`src/rtl/mem_access.sv`:
```
// MEM-stage load/store unit: single-outstanding req/ack bus master with byte lanes and a bus timeout.
// Optional MEM_ALIGN_CHECK_EN: misaligned half/word accesses are trapped instead of issued.
module mem_access #(
  parameter int TIMEOUT_CYCLES = 255,
  parameter int TIMEOUT_W      = 8
) (
  input  logic        clk,
  input  logic        rst,
  input  logic [7:0]  aluop_i,
  input  logic [31:0] mem_addr_i,
  input  logic [31:0] reg2_i,
  input  logic [4:0]  wd_i,
  input  logic        wreg_i,
  input  logic [31:0] wdata_i,
  output logic [4:0]  wd_o,
  output logic        wreg_o,
  output logic [31:0] wdata_o,
  output logic        bus_req_o,
  output logic        bus_we_o,
  output logic [31:0] bus_addr_o,
  output logic [3:0]  bus_be_o,
  output logic [31:0] bus_wdata_o,
  input  logic [31:0] bus_rdata_i,
  input  logic        bus_ack_i,
  output logic        stallreq_mem,
  output logic        bus_err_o,
  output logic        misalign_o,
  output logic [1:0]  dbg_state_o
);
  localparam logic [7:0] EXE_LB_OP  = 8'b1110_0000;
  localparam logic [7:0] EXE_LH_OP  = 8'b1110_0001;
  localparam logic [7:0] EXE_LW_OP  = 8'b1110_0011;
  localparam logic [7:0] EXE_LBU_OP = 8'b1110_0100;
  localparam logic [7:0] EXE_LHU_OP = 8'b1110_0101;
  localparam logic [7:0] EXE_SB_OP  = 8'b1110_1000;
  localparam logic [7:0] EXE_SH_OP  = 8'b1110_1001;
  localparam logic [7:0] EXE_SW_OP  = 8'b1110_1011;
  localparam logic [TIMEOUT_W-1:0] TO_LAST = TIMEOUT_W'(TIMEOUT_CYCLES - 1);

  typedef enum logic [1:0] {S_IDLE = 2'd0, S_BUSY = 2'd1, S_DONE = 2'd2} state_t;

  state_t                r_state;
  state_t                w_next;
  logic [TIMEOUT_W-1:0]  r_cnt;
  logic [31:0]           r_result;
  logic                  w_is_load;
  logic                  w_is_store;
  logic                  w_is_mem;
  logic                  w_misalign;
  logic                  w_timeout;
  logic [1:0]            w_a;
  logic [3:0]            w_be;
  logic [31:0]           w_store_data;
  logic [31:0]           w_load_ext;
  logic [7:0]            w_byte;
  logic [15:0]           w_half;

  assign w_a         = mem_addr_i[1:0];
  assign w_is_mem    = w_is_load | w_is_store;
  assign w_byte      = bus_rdata_i[{w_a, 3'b000} +: 8];
  assign w_half      = w_a[1] ? bus_rdata_i[31:16] : bus_rdata_i[15:0];
  assign dbg_state_o = r_state;

  always_comb begin
    w_is_load  = 1'b0;
    w_is_store = 1'b0;
    case (aluop_i)
      EXE_LB_OP, EXE_LBU_OP, EXE_LH_OP, EXE_LHU_OP, EXE_LW_OP: w_is_load  = 1'b1;
      EXE_SB_OP, EXE_SH_OP, EXE_SW_OP:                         w_is_store = 1'b1;
      default: w_is_load = 1'b0;
    endcase
  end

`ifdef MEM_ALIGN_CHECK_EN
  always_comb begin
    w_misalign = 1'b0;
    case (aluop_i)
      EXE_LH_OP, EXE_LHU_OP, EXE_SH_OP: w_misalign = w_a[0];
      EXE_LW_OP, EXE_SW_OP:             w_misalign = |w_a;
      default:                          w_misalign = 1'b0;
    endcase
  end
`else
  assign w_misalign = 1'b0;
`endif

  // Loads always fetch the full word; lane selection happens on the returned data.
  always_comb begin
    w_be         = 4'hF;
    w_store_data = reg2_i;
    case (aluop_i)
      EXE_SB_OP: begin
        w_be         = 4'b0001 << w_a;
        w_store_data = {4{reg2_i[7:0]}};
      end
      EXE_SH_OP: begin
        w_be         = w_a[1] ? 4'b1100 : 4'b0011;
        w_store_data = {2{reg2_i[15:0]}};
      end
      default: w_be = 4'hF;
    endcase
  end

  always_comb begin
    w_load_ext = '0;
    case (aluop_i)
      EXE_LB_OP:  w_load_ext = {{24{w_byte[7]}}, w_byte};
      EXE_LBU_OP: w_load_ext = {24'd0, w_byte};
      EXE_LH_OP:  w_load_ext = {{16{w_half[15]}}, w_half};
      EXE_LHU_OP: w_load_ext = {16'd0, w_half};
      EXE_LW_OP:  w_load_ext = bus_rdata_i;
      default:    w_load_ext = '0;
    endcase
  end

  // An ack in the expiry cycle takes priority, so expiry is only flagged without ack.
  assign w_timeout = (TIMEOUT_CYCLES != 0) && (r_state == S_BUSY) && !bus_ack_i &&
                     (r_cnt == TO_LAST);

  always_ff @(posedge clk or negedge rst) begin
    if (!rst) r_state <= S_IDLE;
    else      r_state <= w_next;
  end

  always_comb begin
    w_next       = r_state;
    wd_o         = wd_i;
    wreg_o       = wreg_i;
    wdata_o      = wdata_i;
    stallreq_mem = 1'b0;
    case (r_state)
      S_IDLE: begin
        if (w_is_mem) begin
          w_next       = w_misalign ? S_DONE : S_BUSY;
          stallreq_mem = rst;
          wreg_o       = 1'b0;
        end
      end
      S_BUSY: begin
        if (bus_ack_i || w_timeout) w_next = S_DONE;
        stallreq_mem = rst;
        wreg_o       = 1'b0;
      end
      S_DONE: begin
        w_next  = S_IDLE;
        wreg_o  = wreg_i & w_is_load & ~bus_err_o & ~misalign_o;
        wdata_o = r_result;
      end
      default: w_next = S_IDLE;
    endcase
  end

  always_ff @(posedge clk or negedge rst) begin
    if (!rst) begin
      bus_req_o   <= 1'b0;
      bus_we_o    <= 1'b0;
      bus_addr_o  <= '0;
      bus_be_o    <= '0;
      bus_wdata_o <= '0;
      bus_err_o   <= 1'b0;
      misalign_o  <= 1'b0;
      r_result    <= '0;
      r_cnt       <= '0;
    end else begin
      bus_err_o  <= 1'b0;
      misalign_o <= 1'b0;
      case (r_state)
        S_IDLE: begin
          r_cnt <= '0;
          if (w_is_mem && w_misalign) begin
            misalign_o <= 1'b1;
            r_result   <= '0;
          end else if (w_is_mem) begin
            bus_req_o   <= 1'b1;
            bus_we_o    <= w_is_store;
            bus_addr_o  <= {mem_addr_i[31:2], 2'b00};
            bus_be_o    <= w_be;
            bus_wdata_o <= w_store_data;
          end
        end
        S_BUSY: begin
          if (bus_ack_i) begin
            bus_req_o <= 1'b0;
            r_result  <= w_load_ext;
          end else if (w_timeout) begin
            bus_req_o <= 1'b0;
            bus_err_o <= 1'b1;
            r_result  <= '0;
          end else begin
            r_cnt <= r_cnt + TIMEOUT_W'(1);
          end
        end
        default: r_cnt <= '0;
      endcase
    end
  end

endmodule

```
`config.mk`:
```
export PLATFORM = sky130hd
export DESIGN_NAME = mem_access
export DESIGN_NICKNAME = d
export VERILOG_FILES = /design/src/rtl/mem_access.sv
export SDC_FILE = /design/constraint.sdc
export NUM_CORES = 1
export LEC_CHECK = 0
export BUFFER_PORTS_ARGS = -buffer_cell sky130_fd_sc_hd__buf_2
export CAP_MARGIN = 20
export CORE_UTILIZATION = 30
export CTS_CLUSTER_SIZE = 8
export DETAILED_ROUTE_END_ITERATION = 12
export HOLD_SLACK_MARGIN = 0.1
export SLEW_MARGIN = 0
export SYNTH_ARGS = -nofsm -noshare
export SYNTH_HDL_FRONTEND = slang
export SYNTH_SLANG_ARGS = --single-unit
```
`constraint.sdc`:
```
create_clock -name clk -period 2.5 [get_ports clk]
set_input_delay 0.5 -clock clk [delete_from_list [all_inputs] [get_ports clk]]
set_output_delay 0.5 -clock clk [all_outputs]
set_load 0.01 [all_outputs]
```
Yosys cells after proc, flatten, opt, wreduce, memory -nomap -nowiden. Index checks and enable logic that the tools add are counted.

Logic and storage cells: 73. Register bits after elaboration: 111. Input bits: 145.

Shift-type cells: 2. Equality and inequality tests: 16. Multiplexer cells: 27. $add $sub $neg: 1. Reduce and logical (&&, ||, !) cells: 14. Bitwise logic cells: 4.

Operator list (count): 32-bit one-hot mux with 5 select lines (1); 32-bit two-way mux (3); 8-bit equality test, second input constant (9); 32-bit one-hot mux with 2 select lines (1); 32-bit by 6-bit variable part select with 8-bit output (1); 8-bit two-way mux (3); 16-bit two-way mux (1); 1-bit two-way mux (10); 8-bit by 1-bit adder with 8-bit output, second input constant (1); 4-bit one-hot mux with 2 select lines (1); 2-bit AND reduction (4); 2-bit != test, second input constant (3); 5-bit OR reduction (1); 2-bit two-way mux (2); 4-bit two-way mux (1); 1-bit one-hot mux with 2 select lines (2); 2-bit one-hot mux with 2 select lines (1); 2-bit nonzero test (2); 1-bit by 2-bit << shifter with 4-bit output, first input constant (1); 3-bit != test, second input constant (1); 1-bit one-hot mux with 3 select lines (1); 3-bit AND reduction (1); 3-bit OR reduction (1); 1-bit AND (2); 9 further kinds (10).

Longest topological paths before layout. Gate-level depths: netlist (run 1).

Depth after elaboration: 6. Gate-level depth with buffers: 7.

Least setup slack after synthesis (run 1). OpenSTA, ideal clock, no wires.

Path kind: input port to output port. Start point: in aluop_i[2]. End point: out wreg_o. Data required time: 2.000 ns. Path slack: 0.479 ns. Cell stages on the path: 4. Arrival: 1.521 ns. Cells stage by stage: nand2b_1 > a221oi_4 > clkbuf_1 > o21ai_0.

Cells in the longest elaborated chain, start to end: 6. Elaborated cells on any way between the ends: 17. Those cells by class: 8 x eq/ne; 4 x mux; 3 x bitwise; 2 x reduce/logical.

Ends and longest elaborated chain: from (decl) (line 9) `input logic [7:0] aluop_i,`; 8-bit equality test (line 67) `case (aluop_i)`; 5-bit OR reduction / 3-bit OR reduction (equally long branches) (line 67); 1-bit two-way mux (line 67); 1-bit AND / 1-bit OR (equally long branches) (line 146, 59); 1-bit AND / 1-bit two-way mux (equally long branches) (line 146, 133); 1-bit one-hot mux with 3 select lines * (line 131) `case (r_state)`; to (decl) (line 16) `output logic wreg_o,`.

Mark *: on every way between the ends. The rest lies on a longest branch, timed or not.

Worst setup path in the final report (run 1).
Start point: in aluop_i[4]. End point: out wreg_o.

The elaborated chain is that of the path after synthesis.

==> summary.txt, run 1 <==
Die
  – Core Region: 20200 um2
  – Starting Density: 0.305
  – Die Y: 145 um
  – Ports: 258
  – Die area: 21100 um2
  – Die X: 145 um
  – Row count: 52

Hold path
  – Worst Hold Class: in -> async

STA
  – Final TNS setup: 0 ns
  – Crit share post-route: 0.940
  – Slew margin rel.: 0.438
  – Worst Tran Pin Value: 0.836 ns
  – RSZ-0062 raised after global routing: no
  – Fmax achieved: 426 MHz
  – Fin Clk Skew: 0.0127 ns
  – Final-report max-slew violation count: 0
  – Final Hold Vio Count: 0
  – Tmin final: 2.35 ns
  – Final setup violating endpoints: 0

Worst setup path
  – CP most frequent cell: buf_2
  – WP buf/inv: 2
  – CP peak stage delay: 0.57 ns
  – Type of origin of the critical path: input port
  – Crit path capture type: output pin
  – Kind of critical path: in -> out
  – Max FO, Critical Path: 6
  – CP required: 2.00 ns
  – Slowest CP cell: a2111oi_0
  – Delay-heaviest family, CP: compound AO/OA/AOI/OAI gates
  – Worst path cell trace: buf_2 > nand4b_4 > a2111oi_0 > o211ai_1 > o21ai_0 > buf_2
  – CP arrival: 1.85 ns

Route
  – DR top layer: met5
  – DRC Markers: 0
  – Via Count: 5210
  – Drt first pass iters: 6
  – WL final: 18600 um
  – Metal-1 WL: 8340 um
  – DR WL met2: 8570 um
  – Mean routed wirelength per cell: 17.7 um
  – Metal3 WL: 1400 um
  – ANT nets after route: 0
  – Via-to-Cell Ratio: 4.97
  – Initial drt markers: 289

Yosys
  – Number of synthesized flops with an enable pin: 0
  – Unique cell type count in the Yosys netlist: 62
  – Most used standard cell by instance count after synthesis: dfrtp_1
  – Synth area leader: dfrtp_1
  – Top-area cell type share of the netlist area: 0.451
  – Seq/Total Area, Yosys: 0.451
  – Synth Instances: 541
  – Ys flop type: dfrtp_1
  – Synth Area per Inst: 11.4 um2
  – YS warnings: 0
  – Post-synth top cells: dfrtp_1, mux2_2, a21oi_1, nand2_1, nor2_1
  – Most area-consuming cells after synthesis: dfrtp_1, mux2_2, mux2i_1, a21oi_1, a221o_2
  – Synthesized cell area: 6150 um2
  – Ys async rst share: 1.00
  – FF+latch count, synth: 111

Place
  – Dpl cells: 1032
  – Port buffer count: 244
  – Dpl hpwl: 13700 um
  – Final estimated routing congestion in global placement: 0.806

Layout
  – Area grow syn2layout: 29.1%
  – Non-Filler Instances: 1049
  – Layout cell share with drive strength beyond 1: 0.521
  – Number of fillers in the final layout: 2025
  – Nets: 920
  – Area of the multi-input gates: 3060 um2
  – Seq. cell area: 2780 um2

CTS
  – Reg clk slew, reported paths: 0.09 ns
  – CTS tree: done
  – Clock Tree Buf Depth: 2
  – Worst skew pair latency: 0.36 ns
  – Clock tree sinks: 111
  – Cts bufs inserted: 9
  – Root buffer selected by CTS: clkbuf_16
  – H-tree depth: 3
  – # hold bufs at CTS: 0
  – Post-CTS setup buffers: 0
  – Post-CTS sizing: 0

GRT
  – Initial antenna violation count: 1
  – Vias in the first global route: 5263
  – GR Overflow Total: 0
  – Total track usage: 0.177
  – First-pass GRT wire length: 29200 um
  – Largest net degree at the start of global routing: 112

Status
  – Status: completed

Power and ir drop
  – Power density over cell area: 636 nW/um2
  – Max IR drop VDD: 0.000436 V
  – Leak: 3.82 nW

Run
  – Max Cap Violations: 0
-- per-layer routing --
layer	track usage	vias up
met5	0	-
met4	0.0568	2
met3	0.0475	17
met2	0.281	212
li1	-	2473
met1	0.234	2506
-- final timing paths --
kind	start	end	slack (ns)	cells after the start
max	aluop_i[4]	wreg_o	0.15	6
min	rst	bus_wdata_o[3]	0.22	2
max reg2reg	dbg_state_o[1]	r_result[20]	0.34	4
min in group clk	mem_addr_i[30]	bus_addr_o[30]	0.35	2
max in group asynchronous	rst	r_result[10]	1.78	2
min reg2reg	bus_addr_o[30]	bus_addr_o[30]	0.49	1
-- where the power goes --
part	switching (mW)	internal (mW)	total, mW
Combinational	0.658	0.630	1.29
Sequential	0.182	2.12	2.31
Clock	0.751	0.705	1.46
-- cell families (layout without fill, tap and decap cells) --
group	Yosys count	count (layout)	synth area share
AO/OA/AOI/OAI	119	119	0.139
XOR/XNOR	5	5	0.00712
adder cells (fa/ha/maj)	2	2	0.00407
buffers and inverters	57	292	0.0535
flip-flops	111	111	0.451
multiplexers	124	124	0.229
other	1	4	0.000609
AND/OR/NAND/NOR	122	122	0.115
-- flip-flops by register name, indices dropped and copies added (netlist names) --
| name | flops |
|---|---|
| dbg_state_o | 2 |
| r_result | 32 |
| bus_we_o | 1 |
| bus_err_o | 1 |
| bus_req_o | 1 |
| bus_addr_o | 30 |
| r_cnt | 8 |
| bus_wdata_o | 32 |
| bus_be_o | 4 |
-- cells in the final DEF, fill, tap and decap left out, drive strengths merged, types with 12 or more instances in the layout --
master	count
buf	270
dfrtp	111
mux2	94
a21oi	38
nand2	35
nor2	28
mux2i	26
o21ai	19
a221o	18
nand3	12
-- cell type report --
type / instances / share of cell area
inverter: 6 / 0.00284
tap: 270 / 0.0425
clock inverter: 6 / 0.00756
clock buffer: 10 / 0.0288
sequential: 111 / 0.350
multi-input combinational: 375 / 0.385
timing repair buffer: 270 / 0.183
antenna: 1 / 0.000315
-- metrics by stage --
stage	power, mW	cell area, um2	hold WS (ns)	util	setup WS (ns)
after floorplan	2.98	6160	0.204	-	0.479
after CTS	5.11	7940	0.281	0.394	0.130
after global placement	3.62	7650	0.465	0.379	0.120
after global routing	5.32	7940	0.290	0.394	0.0558
final	5.05	7940	0.217	0.394	0.151
after detailed placement	3.64	7650	0.474	0.379	0.147
Note: power is estimated with default switching activity, not from simulation.
==> run 2, diff against run 1 <==
--- a/config.mk
+++ b/config.mk
@@ -7,11 +7,14 @@
 export LEC_CHECK = 0
 export BUFFER_PORTS_ARGS = -buffer_cell sky130_fd_sc_hd__buf_2
 export CAP_MARGIN = 20
+export CORE_MARGIN = 3
 export CORE_UTILIZATION = 30
 export CTS_CLUSTER_SIZE = 8
 export DETAILED_ROUTE_END_ITERATION = 12
 export HOLD_SLACK_MARGIN = 0.1
+export SETUP_SLACK_MARGIN = 0.5
 export SLEW_MARGIN = 0
 export SYNTH_ARGS = -nofsm -noshare
 export SYNTH_HDL_FRONTEND = slang
 export SYNTH_SLANG_ARGS = --single-unit
+export TNS_END_PERCENT = 30
==> summary.txt, run 2 (same netlist as run 1, synthesis figures left out) <==
Worst setup path
  – CP peak stage delay: 0.40 ns
  – R2r setup slk: 0.40 ns
  – FF-to-FF End: r_result[30]
  – Kind of critical path: reg -> out
  – CP arrival: 1.70 ns
  – CP required: 2.00 ns
  – Type of origin of the critical path: register
  – Crit path capture type: output pin
  – Worst r2r src: r_cnt[0]
  – Max FO, Critical Path: 18
  – Slowest CP cell: dfrtp_1
  – Worst path cell trace: and2b_2 > buf_12 > mux2_2 > buf_2
  – Worst Reg-to-Reg Cells: 6

CTS
  – # hold bufs at CTS: 0
  – Clock Tree Buf Depth: 2
  – Cts bufs inserted: 9
  – Root buffer selected by CTS: clkbuf_16
  – H-tree depth: 3
  – Worst skew pair latency: 0.36 ns
  – Clock tree sinks: 111
  – Reg clk slew, reported paths: 0.09 ns
  – CTS tree: done

Die
  – Ports: 258
  – Row count: 51
  – Die X: 149 um
  – Core Region: 19800 um2
  – Die Y: 149 um
  – Die area: 22300 um2
  – Starting Density: 0.311

STA
  – Crit share post-route: 0.882
  – RSZ-0062 raised after global routing: yes
  – Fin Clk Skew: 0.0119 ns
  – Tmin final: 2.20 ns
  – Slew margin rel.: 0.405
  – Fmax achieved: 454 MHz
  – Final-report max-slew violation count: 0
  – Worst Tran Pin Value: 0.886 ns
  – Final TNS setup: 0 ns
  – Hold slack: 0.229 ns
  – Final Hold Vio Count: 0
  – Final setup violating endpoints: 0

Layout
  – Nets: 929
  – Largest regs: bus_wdata_o (32), r_result (32), bus_addr_o (30)
  – Layout cell share with drive strength beyond 1: 0.534
  – Leading cell type in the layout, fill and taps excluded: buf_2
  – Number of fillers in the final layout: 2017
  – Area grow syn2layout: 31.4%
  – Post-route cell area: 8080 um2
  – Most frequent cells in the layout: buf_2, dfrtp_1, mux2_2

Place
  – Dpl hpwl: 14500 um
  – Final estimated routing congestion in global placement: 0.830
  – Dpl cell area: 7670 um2
  – Port buffer count: 244

Power and ir drop
  – Switch Pwr: 1.60 mW
  – Power density over cell area: 641 nW/um2
  – Flop pwr share: 0.443
  – Net Sw Frac: 0.310
  – Max IR drop VDD: 0.000442 V
  – Leak: 3.89 nW
  – P_int: 3.58 mW
  – Comb power frac: 0.253
  – Clock network power share: 0.304

GRT
  – Total track usage: 0.166
  – Largest net degree at the start of global routing: 112
  – Initial antenna violation count: 2
  – Vias in the first global route: 5195
  – GR Overflow Total: 0
  – First-pass GRT wire length: 29000 um

Route
  – ANT nets after route: 0
  – Via Count: 5169
  – Mean routed wirelength per cell: 18.0 um
  – DRC Markers: 0
  – Initial drt markers: 241
  – Via-to-Cell Ratio: 4.90
  – WL final: 19000 um
  – Drt first pass iters: 4

Run
  – Max Cap Violations: 0

Status
  – Status: completed

Hold path
  – Worst Hold Class: in -> async
-- run 2: cell type report --
type / instances / area, um2 / area share
Antenna cell: 2 / 5.00 / 0.000619
Clock buffer: 9 / 225 / 0.0279
Clock inverter: 7 / 97.6 / 0.0121
Inverter: 6 / 22.5 / 0.00279
Multi-Input combinational cell: 375 / 3090 / 0.382
Sequential cell: 111 / 2780 / 0.344
Tap cell: 265 / 332 / 0.0410
Timing Repair Buffer: 279 / 1540 / 0.190
-- run 2: worst max path at each step --
stage / startpoint / end / slack [ns] / cells past startpoint
global route: dbg_state_o[0] / wdata_o[30] / 0.22 / 4
global placement: aluop_i[4] / r_result[29] / 0.09 / 5
finish: dbg_state_o[0] / wdata_o[30] / 0.30 / 4
detailed placement: aluop_i[4] / r_result[17] / 0.06 / 5
floorplan: aluop_i[4] / wreg_o / 0.51 / 5
CTS: dbg_state_o[0] / wdata_o[30] / 0.26 / 4
-- run 2: timing repair --
item / 4_1_cts / 5_1_grt
setup buffers: 3 / 3
endpoints found under the setup margin: 51 / 52
pin swaps: 0 / 1
resized for setup: 5 / 4
endpoints found under the hold margin: 0 / 0
-- run 2: per-stage QoR --
| step | setup slack, ns | util | total power, mW | instances |
|---|---|---|---|---|
| floorplan | 0.505 | - | 2.99 | 543 |
| global placement | 0.0887 | 0.388 | 3.64 | 1030 |
| detailed placement | 0.0573 | 0.388 | 3.66 | 1030 |
| CTS | 0.259 | 0.406 | 5.26 | 1049 |
| global route | 0.216 | 0.409 | 5.48 | 1053 |
| finish | 0.296 | 0.409 | 5.18 | 1054 |
-- run 2: worst max-delay path, delay by kind of cell, from the launching register on --
family | cells | cell delay [ns]
simple gates | 1 | 0.28
mux | 1 | 0.35
flops | 1 | 0.40
buf+inv | 2 | 0.31
-- run 2: power by group through the flow --
stage	clock network, mW	registers (mW)	logic [mW]
final	1.58	2.29	1.31
after global routing	1.70	2.34	1.44
after CTS	1.63	2.30	1.33
after detailed placement	0	2.33	1.32
after global placement	0	2.32	1.31
after floorplan	0	2.46	0.522
-- run 2: routing by layer --
layer / vias to the layer above / GRT usage / share of wire
met5: - / 0 / 0.00068
met4: 2 / 0.0458 / 0.010
met3: 15 / 0.0510 / 0.087
met2: 196 / 0.279 / 0.49
met1: 2470 / 0.208 / 0.41
li1: 2486 / - / -
